<file path="src/rtl/axi_cut_pkg.sv">
// Shared types for the AXI register slice: per-channel cut modes and the
// default AXI4+ATOP channel/request/response structs used by the top.
package axi_cut_pkg;

    typedef enum logic [1:0] {
        CUT_BYPASS = 2'd0,
        CUT_FWD    = 2'd1,
        CUT_SPILL  = 2'd2
    } cut_mode_e;

    localparam int unsigned IdW   = 4;
    localparam int unsigned AddrW = 64;
    localparam int unsigned DataW = 64;
    localparam int unsigned UserW = 1;

    typedef struct packed {
        logic [IdW-1:0]   id;
        logic [AddrW-1:0] addr;
        logic [7:0]       len;
        logic [2:0]       size;
        logic [1:0]       burst;
        logic             lock;
        logic [3:0]       cache;
        logic [2:0]       prot;
        logic [3:0]       qos;
        logic [3:0]       region;
        logic [5:0]       atop;
        logic [UserW-1:0] user;
    } axi_aw_t;

    typedef struct packed {
        logic [DataW-1:0]   data;
        logic [DataW/8-1:0] strb;
        logic               last;
        logic [UserW-1:0]   user;
    } axi_w_t;

    typedef struct packed {
        logic [IdW-1:0]   id;
        logic [1:0]       resp;
        logic [UserW-1:0] user;
    } axi_b_t;

    typedef struct packed {
        logic [IdW-1:0]   id;
        logic [AddrW-1:0] addr;
        logic [7:0]       len;
        logic [2:0]       size;
        logic [1:0]       burst;
        logic             lock;
        logic [3:0]       cache;
        logic [2:0]       prot;
        logic [3:0]       qos;
        logic [3:0]       region;
        logic [UserW-1:0] user;
    } axi_ar_t;

    typedef struct packed {
        logic [IdW-1:0]   id;
        logic [DataW-1:0] data;
        logic [1:0]       resp;
        logic             last;
        logic [UserW-1:0] user;
    } axi_r_t;

    typedef struct packed {
        axi_aw_t aw;
        logic    aw_valid;
        axi_w_t  w;
        logic    w_valid;
        logic    b_ready;
        axi_ar_t ar;
        logic    ar_valid;
        logic    r_ready;
    } axi_req_t;

    typedef struct packed {
        logic    aw_ready;
        logic    w_ready;
        axi_b_t  b;
        logic    b_valid;
        logic    ar_ready;
        axi_r_t  r;
        logic    r_valid;
    } axi_resp_t;

endpackage

</file>
<file path="src/rtl/axi_cut_chan.sv">
// Single valid/ready channel stage: combinational bypass, forward register
// (ready path kept combinational) or two-entry spill register (ready registered).
module axi_cut_chan
    import axi_cut_pkg::*;
#(
    parameter type       T    = logic,
    parameter cut_mode_e Mode = CUT_SPILL
) (
    input  logic clk_i,
    input  logic rst_ni,
    input  logic in_valid,
    output logic in_ready,
    input  T     in_data,
    output logic out_valid,
    input  logic out_ready,
    output T     out_data
);

    if (Mode == CUT_BYPASS) begin : g_bypass
        logic unused_clk_rst;
        assign unused_clk_rst = clk_i ^ rst_ni;
        assign out_valid      = in_valid;
        assign in_ready       = out_ready;
        assign out_data       = in_data;
    end else if (Mode == CUT_FWD) begin : g_fwd
        logic full;
        T     data;

        assign in_ready  = !full || out_ready;
        assign out_valid = full;
        assign out_data  = data;

        always_ff @(posedge clk_i or negedge rst_ni) begin
            if (!rst_ni) begin
                full <= 1'b0;
                data <= '0;
            end else if (in_valid && in_ready) begin
                full <= 1'b1;
                data <= in_data;
            end else if (out_ready) begin
                full <= 1'b0;
            end
        end
    end else begin : g_spill
        logic a_full, b_full;
        T     a_data, b_data;
        logic push, pop;

        assign in_ready  = !b_full;
        assign out_valid = a_full;
        assign out_data  = a_data;
        assign push      = in_valid && !b_full;
        assign pop       = a_full && out_ready;

        // A push implies B is empty, so a concurrent pop frees A for the new beat.
        always_ff @(posedge clk_i or negedge rst_ni) begin
            if (!rst_ni) begin
                a_full <= 1'b0;
                b_full <= 1'b0;
                a_data <= '0;
                b_data <= '0;
            end else begin
                if (pop) begin
                    if (b_full) begin
                        a_data <= b_data;
                        b_full <= 1'b0;
                    end else begin
                        a_full <= 1'b0;
                    end
                end
                if (push) begin
                    if (!a_full || pop) begin
                        a_data <= in_data;
                        a_full <= 1'b1;
                    end else begin
                        b_data <= in_data;
                        b_full <= 1'b1;
                    end
                end
            end
        end
    end

endmodule

</file>
<file path="src/rtl/axi_cut_rev.sv">
// AXI4+ATOP register slice: each of AW/W/B/AR/R is cut independently,
// payload (including atop and user) is carried bit-exact.
module axi_cut_rev
    import axi_cut_pkg::*;
#(
    parameter type       aw_chan_t = axi_aw_t,
    parameter type       w_chan_t  = axi_w_t,
    parameter type       b_chan_t  = axi_b_t,
    parameter type       ar_chan_t = axi_ar_t,
    parameter type       r_chan_t  = axi_r_t,
    parameter type       req_t     = axi_req_t,
    parameter type       resp_t    = axi_resp_t,
    parameter cut_mode_e AwMode    = CUT_SPILL,
    parameter cut_mode_e WMode     = CUT_SPILL,
    parameter cut_mode_e BMode     = CUT_SPILL,
    parameter cut_mode_e ArMode    = CUT_SPILL,
    parameter cut_mode_e RMode     = CUT_SPILL
) (
    input  logic  clk_i,
    input  logic  rst_ni,
    input  req_t  slv_req_i,
    output resp_t slv_resp_o,
    output req_t  mst_req_o,
    input  resp_t mst_resp_i
);

    aw_chan_t aw_out;
    w_chan_t  w_out;
    b_chan_t  b_out;
    ar_chan_t ar_out;
    r_chan_t  r_out;
    logic aw_out_valid, w_out_valid, b_out_valid, ar_out_valid, r_out_valid;
    logic aw_in_ready, w_in_ready, b_in_ready, ar_in_ready, r_in_ready;

    axi_cut_chan #(.T(aw_chan_t), .Mode(AwMode)) u_aw (
        .clk_i(clk_i), .rst_ni(rst_ni),
        .in_valid(slv_req_i.aw_valid), .in_ready(aw_in_ready), .in_data(slv_req_i.aw),
        .out_valid(aw_out_valid), .out_ready(mst_resp_i.aw_ready), .out_data(aw_out)
    );

    axi_cut_chan #(.T(w_chan_t), .Mode(WMode)) u_w (
        .clk_i(clk_i), .rst_ni(rst_ni),
        .in_valid(slv_req_i.w_valid), .in_ready(w_in_ready), .in_data(slv_req_i.w),
        .out_valid(w_out_valid), .out_ready(mst_resp_i.w_ready), .out_data(w_out)
    );

    axi_cut_chan #(.T(b_chan_t), .Mode(BMode)) u_b (
        .clk_i(clk_i), .rst_ni(rst_ni),
        .in_valid(mst_resp_i.b_valid), .in_ready(b_in_ready), .in_data(mst_resp_i.b),
        .out_valid(b_out_valid), .out_ready(slv_req_i.b_ready), .out_data(b_out)
    );

    axi_cut_chan #(.T(ar_chan_t), .Mode(ArMode)) u_ar (
        .clk_i(clk_i), .rst_ni(rst_ni),
        .in_valid(slv_req_i.ar_valid), .in_ready(ar_in_ready), .in_data(slv_req_i.ar),
        .out_valid(ar_out_valid), .out_ready(mst_resp_i.ar_ready), .out_data(ar_out)
    );

    axi_cut_chan #(.T(r_chan_t), .Mode(RMode)) u_r (
        .clk_i(clk_i), .rst_ni(rst_ni),
        .in_valid(mst_resp_i.r_valid), .in_ready(r_in_ready), .in_data(mst_resp_i.r),
        .out_valid(r_out_valid), .out_ready(slv_req_i.r_ready), .out_data(r_out)
    );

    always_comb begin
        mst_req_o          = '0;
        mst_req_o.aw       = aw_out;
        mst_req_o.aw_valid = aw_out_valid;
        mst_req_o.w        = w_out;
        mst_req_o.w_valid  = w_out_valid;
        mst_req_o.b_ready  = b_in_ready;
        mst_req_o.ar       = ar_out;
        mst_req_o.ar_valid = ar_out_valid;
        mst_req_o.r_ready  = r_in_ready;

        slv_resp_o          = '0;
        slv_resp_o.aw_ready = aw_in_ready;
        slv_resp_o.w_ready  = w_in_ready;
        slv_resp_o.b        = b_out;
        slv_resp_o.b_valid  = b_out_valid;
        slv_resp_o.ar_ready = ar_in_ready;
        slv_resp_o.r        = r_out;
        slv_resp_o.r_valid  = r_out_valid;
    end

endmodule

</file>
<file path="config.mk">
export PLATFORM = sky130hd
export DESIGN_NAME = axi_cut_rev
export DESIGN_NICKNAME = d
export VERILOG_FILES = /design/src/rtl/axi_cut_pkg.sv /design/src/rtl/axi_cut_chan.sv /design/src/rtl/axi_cut_rev.sv
export SDC_FILE = /design/constraint.sdc
export NUM_CORES = 1
export LEC_CHECK = 0
export ABC_AREA = 1
export BUFFER_PORTS_ARGS = -buffer_cell sky130_fd_sc_hd__buf_4
export CELL_PAD_IN_SITES_DETAIL_PLACEMENT = 0
export CELL_PAD_IN_SITES_GLOBAL_PLACEMENT = 2
export CORE_MARGIN = 1
export CORE_UTILIZATION = 31
export DETAILED_ROUTE_END_ITERATION = 12
export PLACE_DENSITY = 0.87
export SLEW_MARGIN = 40
export SYNTH_ARGS = -nofsm -noshare
export SYNTH_HDL_FRONTEND = slang
export SYNTH_SLANG_ARGS = --single-unit
</file>
<file path="constraint.sdc">
create_clock -name clk_i -period 2 [get_ports clk_i]
set_clock_uncertainty 0.05 [all_clocks]
set_input_delay 0.2 -clock clk_i [delete_from_list [all_inputs] [get_ports clk_i]]
set_output_delay 0.2 -clock clk_i [all_outputs]
set_load 0.01 [all_outputs]
</file>
==> results of run 1 <==
-- cell type report --
cell class                      instances  share of cell area
Multi-Input combinational cell       2885              0.2584
Inverter                              735             0.05589
Clock inverter                         33             0.01001
Timing Repair Buffer                 1223              0.2220
Clock buffer                          126             0.05014
Antenna cell                            8           0.0004056
Sequential cell                       720              0.3655
Tap cell                             1488             0.03772
-- cells in the mapped netlist (all sizes together) --
library cell,count,area (µm²)
nand4,355,2221
nor2,5,52.55
nand3,715,3583
buf,203,1027
o211ai,5,37.54
clkbuf,147,551.8
nand2,1805,6785
inv,735,2759
dfrtp,720,18020
-- through the flow --
step           hold slack [ps]  area, µm²    util  std cells  power [mW]
3_3_place_gp             91.50      42390  0.3804       6671       55.73
3_5_place_dp             91.22      42390  0.3804       6671       56.14
5_1_grt                  190.4      49350  0.4429       7215       79.17
2_1_floorplan           -145.6      35030       -       4690       42.41
6_report                 188.3      49360  0.4430       7218       73.69
4_1_cts                  161.1      49320  0.4426       7210       74.37
-- per-layer routing --
layer	wire, µm	up-vias
li1	-	16563
met1	56090	16297
met2	61890	1045
met3	7063	197
met4	4785	4
met5	27	-
-- repair_timing --
item,in CTS,in global routing
gates resized for setup,8,5
endpoints found under the setup margin,4,11
cloned,5,0
hold endpoints to repair,1220,0
hold buffers,374,0
setup buffers,2,0
-- sequential cells by signal, indices dropped and copies added (netlist names), 7 cells and up --
name                 flops
u_b.out_data             7
u_ar.out_data           98
u_aw.out_data          104
u_r.g_spill.b_data      72
u_b.g_spill.b_data       7
u_w.g_spill.b_data      74
u_ar.g_spill.b_data     98
u_r.out_data            72
u_aw.g_spill.b_data    104
u_w.out_data            74
-- cells in the final DEF, fill, tap and decap left out, types with 2 or more instances in the layout --
master and n:
nand2_4 4, clkinv_8 2, nand4_1 355, nand2_1 1797
dfrtp_2 5, nand2_2 4, clkinvlp_4 3, inv_16 3
diode_2 8, bufbuf_16 5, buf_12 51, clkbuf_1 25
dlygate4sd3_1 373, clkbuf_16 88, clkinv_2 14, nand3_4 3
o211ai_1 5, bufinv_16 9, nor2_4 3, inv_2 8
buf_6 3, inv_1 727, nand3_1 711, buf_4 787
buf_16 3, clkbuf_8 13, dfrtp_1 711, dfrtp_4 4
-- power by group through the flow --
| stage | Clock [mW] | Combinational (mW) | Sequential, mW |
|---|---|---|---|
| CTS | 17.0 | 30.8 | 26.6 |
| global placement | 0 | 29.0 | 26.7 |
| global route | 17.5 | 34.3 | 27.4 |
| detailed placement | 0 | 29.4 | 26.8 |
| floorplan | 0 | 15.7 | 26.7 |
| finish | 16.5 | 30.6 | 26.6 |
-- how the worst max path moves through the flow --
stage                              startpoint                 to  slack (ps)  cells after the start
after global placement         u_aw.out_valid  u_aw.out_data[53]         330                      5
final                          u_ar.out_valid       mst_req_o[1]          80                      2
after detailed placement  u_ar.g_spill.b_full  u_ar.out_data[40]         320                      6
after CTS                       u_w.out_valid     mst_req_o[101]           5                      2
after floorplan            u_w.g_spill.b_full   u_w.out_data[44]         600                      7
after global routing           u_ar.out_valid       mst_req_o[1]         0.2                      2
-- kinds of logic after synthesis --
logic type	after synthesis
AND/OR/NAND/NOR	2880
buffers and inverters	1085
flip-flops	720
AO/OA/AOI/OAI	5
-- worst max-delay path: stages, from the launching register on --
cell and delay [ps]:
dfrtp_4 430, buf_12 340, buf_4 210
==> results.cfg, run 1 <==
[outcome]
status = complete, no violations

[cells_and_area]
fin_nets = 6020
seqCellArea_mm2 = 0.01804
drive_above_1_share = 0.1779
multi_input_area_mm2 = 0.01275
area_growth_pct = 40.89
num-fill-cells = 11330

[setup_path]
crit_path_max_fanout = 80
arrival_ps = 1670
ff2ff_setup_slack_ps = 140
cp-end-kind = output port
r2r_end = u_ar.out_data[91]
worstPathRequired_ps = 1750
r2r_cells = 8
r2r_start = u_ar.g_spill.b_full
worstSetupStartpointType = flip-flop
critPathKind = flip-flop to output port

[synthesis]
synth.yosys.seq_area_share = 0.5143
muxShareOfSynthArea = 0
synth_warnings = 0
synthAdderAreaFrac = 0
syn_avg_cell_area_um2 = 7.470
synth_compound_area_frac = 0.001071
synth_cell_types = 18
synth-simple-area-share = 0.3608
synthXorXnorAreaFrac = 0
postSynthCellCount = 4690
netlist_area_mm2 = 0.03503
synth_top_family_by_area = simple AND/OR/NAND/NOR gates
synth_fp_nets = 5057
ys_ff_latch = 720

[drt]
wirelength_mm = 129.9
vias_per_cell = 4.725
first_pass_iters = 5
num_vias = 34106
drtAntennaViolNets = 0
drcViolationCount = 0
drtIter0Drc = 2525
wl_per_cell_um = 17.99

[pwr]
p_int_mw = 44.28
comb_power_share = 0.415
switching_share = 0.3991
seq_power_share = 0.361
p_leak_nw = 27.15
ir_worst_vdd_uv = 759.8
power_density_mw_per_mm2 = 1493
p_clk_frac = 0.224
p_sw_mw = 29.41

[global_routing]
grt_pass1_vias = 33306
grt_pass1_wl_mm = 201.9
use_met2 = 0.3577
antenna_found_initial = 9
grtUsageMet3 = 0.03257
gr-total-overflow = 0
grt_usage = 0.2226
busiest_layer = met2
grtUsageMet1 = 0.3004
grt_max_degree = 107

[sta]
setup_viol = 0
max_freq_ghz = 0.5221
post-route-min-period_ps = 1915
hold_violations = 0
post-route-period-util = 0.9577
worstMarginPinSlew_ps = 618.2
tns_ps = 0
final-max-slew-violation-count = 0
rsz0062_at_grt = no
layout_setup_ws_ps = 84.51
slew_headroom = 0.5879

[placed_design]
port_buffers = 731
dpl.hpwl_mm = 79.01
place_ws_ps = 321.7
gp_congestion = 0.8170

[cts]
clock_path_buffers = 3
cts_buffers = 88
clkSlewWorstSetupHoldPaths_ps = 60
cts_tree = yes
cts.sink_count = 720
htree_levels = 3
root_buffer = clkbuf_16
clk_latency_ps = 660

[min_path]
hold_class = input pin to asynchronous set/reset pin

[floorplanning]
rows = 122
io_pins = 732
core_mm2 = 0.1114
die_w_um = 338.2
initial_utilization = 0.3144
dieHeight_um = 338.2
die-area_mm2 = 0.1144

[flow_run]
drv_cap = 0
Power figures use the tool's default switching activity.
==> run 2, diff against run 1 <==
CORE_MARGIN = 10   (was 1)
==> run 2 against run 1 <==
Against the previous run: first-iteration DRC count shrank 6.2%; register-to-register slack gained 20 ps; total power is essentially flat; via count shrank 0.34%; worst hold slack gained 31 ps; fmax shrank 0.64%; die area grew 11%; sequential power is essentially flat; core utilization shrank 0.53 points; global-route usage shrank 1.5 points; design area shrank 0.38%; flip-flop and latch count is the same; critical path type unchanged.
==> results.cfg, run 2 (synthesis results as in run 1) <==
[cells_and_area]
final_cell_mix = nand2_1 (1797), buf_4 (796), inv_1 (726), nand3_1 (711), dfrtp_1 (711)
final_common_cell = nand2_1
drive_above_1_share = 0.1791
fin_nets = 6018
area_growth_pct = 40.36

[drt]
vias_per_cell = 4.703
first_pass_iters = 6
drtIter0Drc = 2368
num_vias = 33991
drtAntennaViolNets = 0
wl_per_cell_um = 18.89
drcViolationCount = 0
wirelength_mm = 136.5

[cts]
cts.sink_count = 720
clkSlewWorstSetupHoldPaths_ps = 60
clk_latency_ps = 680
root_buffer = clkbuf_16
clock_path_buffers = 3
cts_buffers = 89
htree_levels = 3
cts_tree = yes

[setup_path]
crit_path_max_fanout = 17
slowest_delay_ps = 480
worstSetupStartpointType = flip-flop
arrival_ps = 1680
crit_family = buffers and inverters
cp-end-kind = output port
slowest_stage = dfrtp_4
crit_chain = buf_8, buf_16, buf_4
worstPathRequired_ps = 1750
critPathBufInv = 3
critPathKind = flip-flop to output port

[sta]
whs_ps = 219.5
rsz0062_at_grt = no
hold_violations = 0
tns_ps = 0
post-route-min-period_ps = 1928
final-max-slew-violation-count = 0
post-route-period-util = 0.9639
max_freq_ghz = 0.5187
setup_viol = 0
worstMarginPinSlew_ps = 654.8
slew_headroom = 0.5635

[placed_design]
dpl.hpwl_mm = 84.57
gp_congestion = 0.7976
port_buffers = 731

[global_routing]
grt_pass1_wl_mm = 209.5
grt_pass1_vias = 33597
gr-total-overflow = 0
grt_usage = 0.2072
grt_max_degree = 105
antenna_found_initial = 8

[pwr]
p_leak_nw = 27.10
ir_worst_vdd_uv = 998.2
power_density_mw_per_mm2 = 1500

[floorplanning]
rows = 123
core_mm2 = 0.1123
dieHeight_um = 356.2
initial_utilization = 0.3118
die-area_mm2 = 0.1269
die_w_um = 356.2
io_pins = 732

[min_path]
hold_class = input pin to flip-flop

[flow_run]
drv_cap = 0

[outcome]
status = complete, no violations
[run 2: worst paths after layout]
kind | from | end | slack [ps] | depth (start not counted)
setup / recovery | u_ar.out_valid | mst_req_o[1] | 70 | 3
max in group asynchronous | rst_ni | u_aw.g_spill.b_data[83] | 970 | 3
setup reg to reg | u_b.g_spill.b_full | u_b.out_data[3] | 160 | 6
hold / removal | slv_req_i[229] | u_aw.out_data[52] | 220 | 4
hold reg to reg | u_aw.g_spill.b_data[13] | u_aw.g_spill.b_data[13] | 420 | 2
min in group asynchronous | rst_ni | u_ar.g_spill.b_data[25] | 230 | 3
[run 2: metrics by stage]
step | util | total power, mW | std cells | setup WS, ps | cell area [µm²]
CTS | 0.4373 | 74.44 | 7221 | 3.580 | 49120
global placement | 0.3761 | 56.17 | 6682 | 348.2 | 42250
global route | 0.4377 | 79.45 | 7226 | 3.947 | 49170
finish | 0.4377 | 73.76 | 7227 | 72.19 | 49170
detailed placement | 0.3761 | 56.49 | 6682 | 341.1 | 42250
floorplan | - | 42.41 | 4690 | 602.4 | 35030
[run 2: cell type report]
class	count	area, µm²
Sequential cell	720	18040
Inverter	735	2761
Antenna cell	5	12.51
Clock buffer	130	2613
Timing Repair Buffer	1220	10760
Fill cell	11324	63170
Tap cell	1500	1877
Clock inverter	32	367.9
Multi-Input combinational cell	2885	12750
[run 2: report_power, final]
group | internal, mW | total (mW) | switching [mW]
combinational | 12.6 | 30.7 | 18.1
clock | 9.63 | 16.5 | 6.84
sequential | 21.7 | 26.6 | 4.86
total | 44.0 | 73.8 | 29.8
[run 2: worst reg2reg max path: stages (launching register included)]
cell and delay [ps]:
dfrtp_2 490, nor2_2 140, nand2_1 210, inv_2 200, nand2_1 70, nand2_1 70, dlygate4sd3_1 550
[run 2: metal layers]
layer	global-route usage	share of wire	vias to the layer above
li1	-	-	16546
met1	0.2710	0.43	16197
met2	0.3349	0.47	1023
met3	0.04478	0.064	219
met4	0.07547	0.037	6
met5	0	0.00029	-
[run 2: timing repair]
action	4_1_cts	5_1_grt
setup endpoints to repair	5	10
gates resized for setup	11	5
cloned	3	1
setup buffers	0	0
hold buffers	374	0
hold endpoints to repair	1437	0
pin swaps	0	0
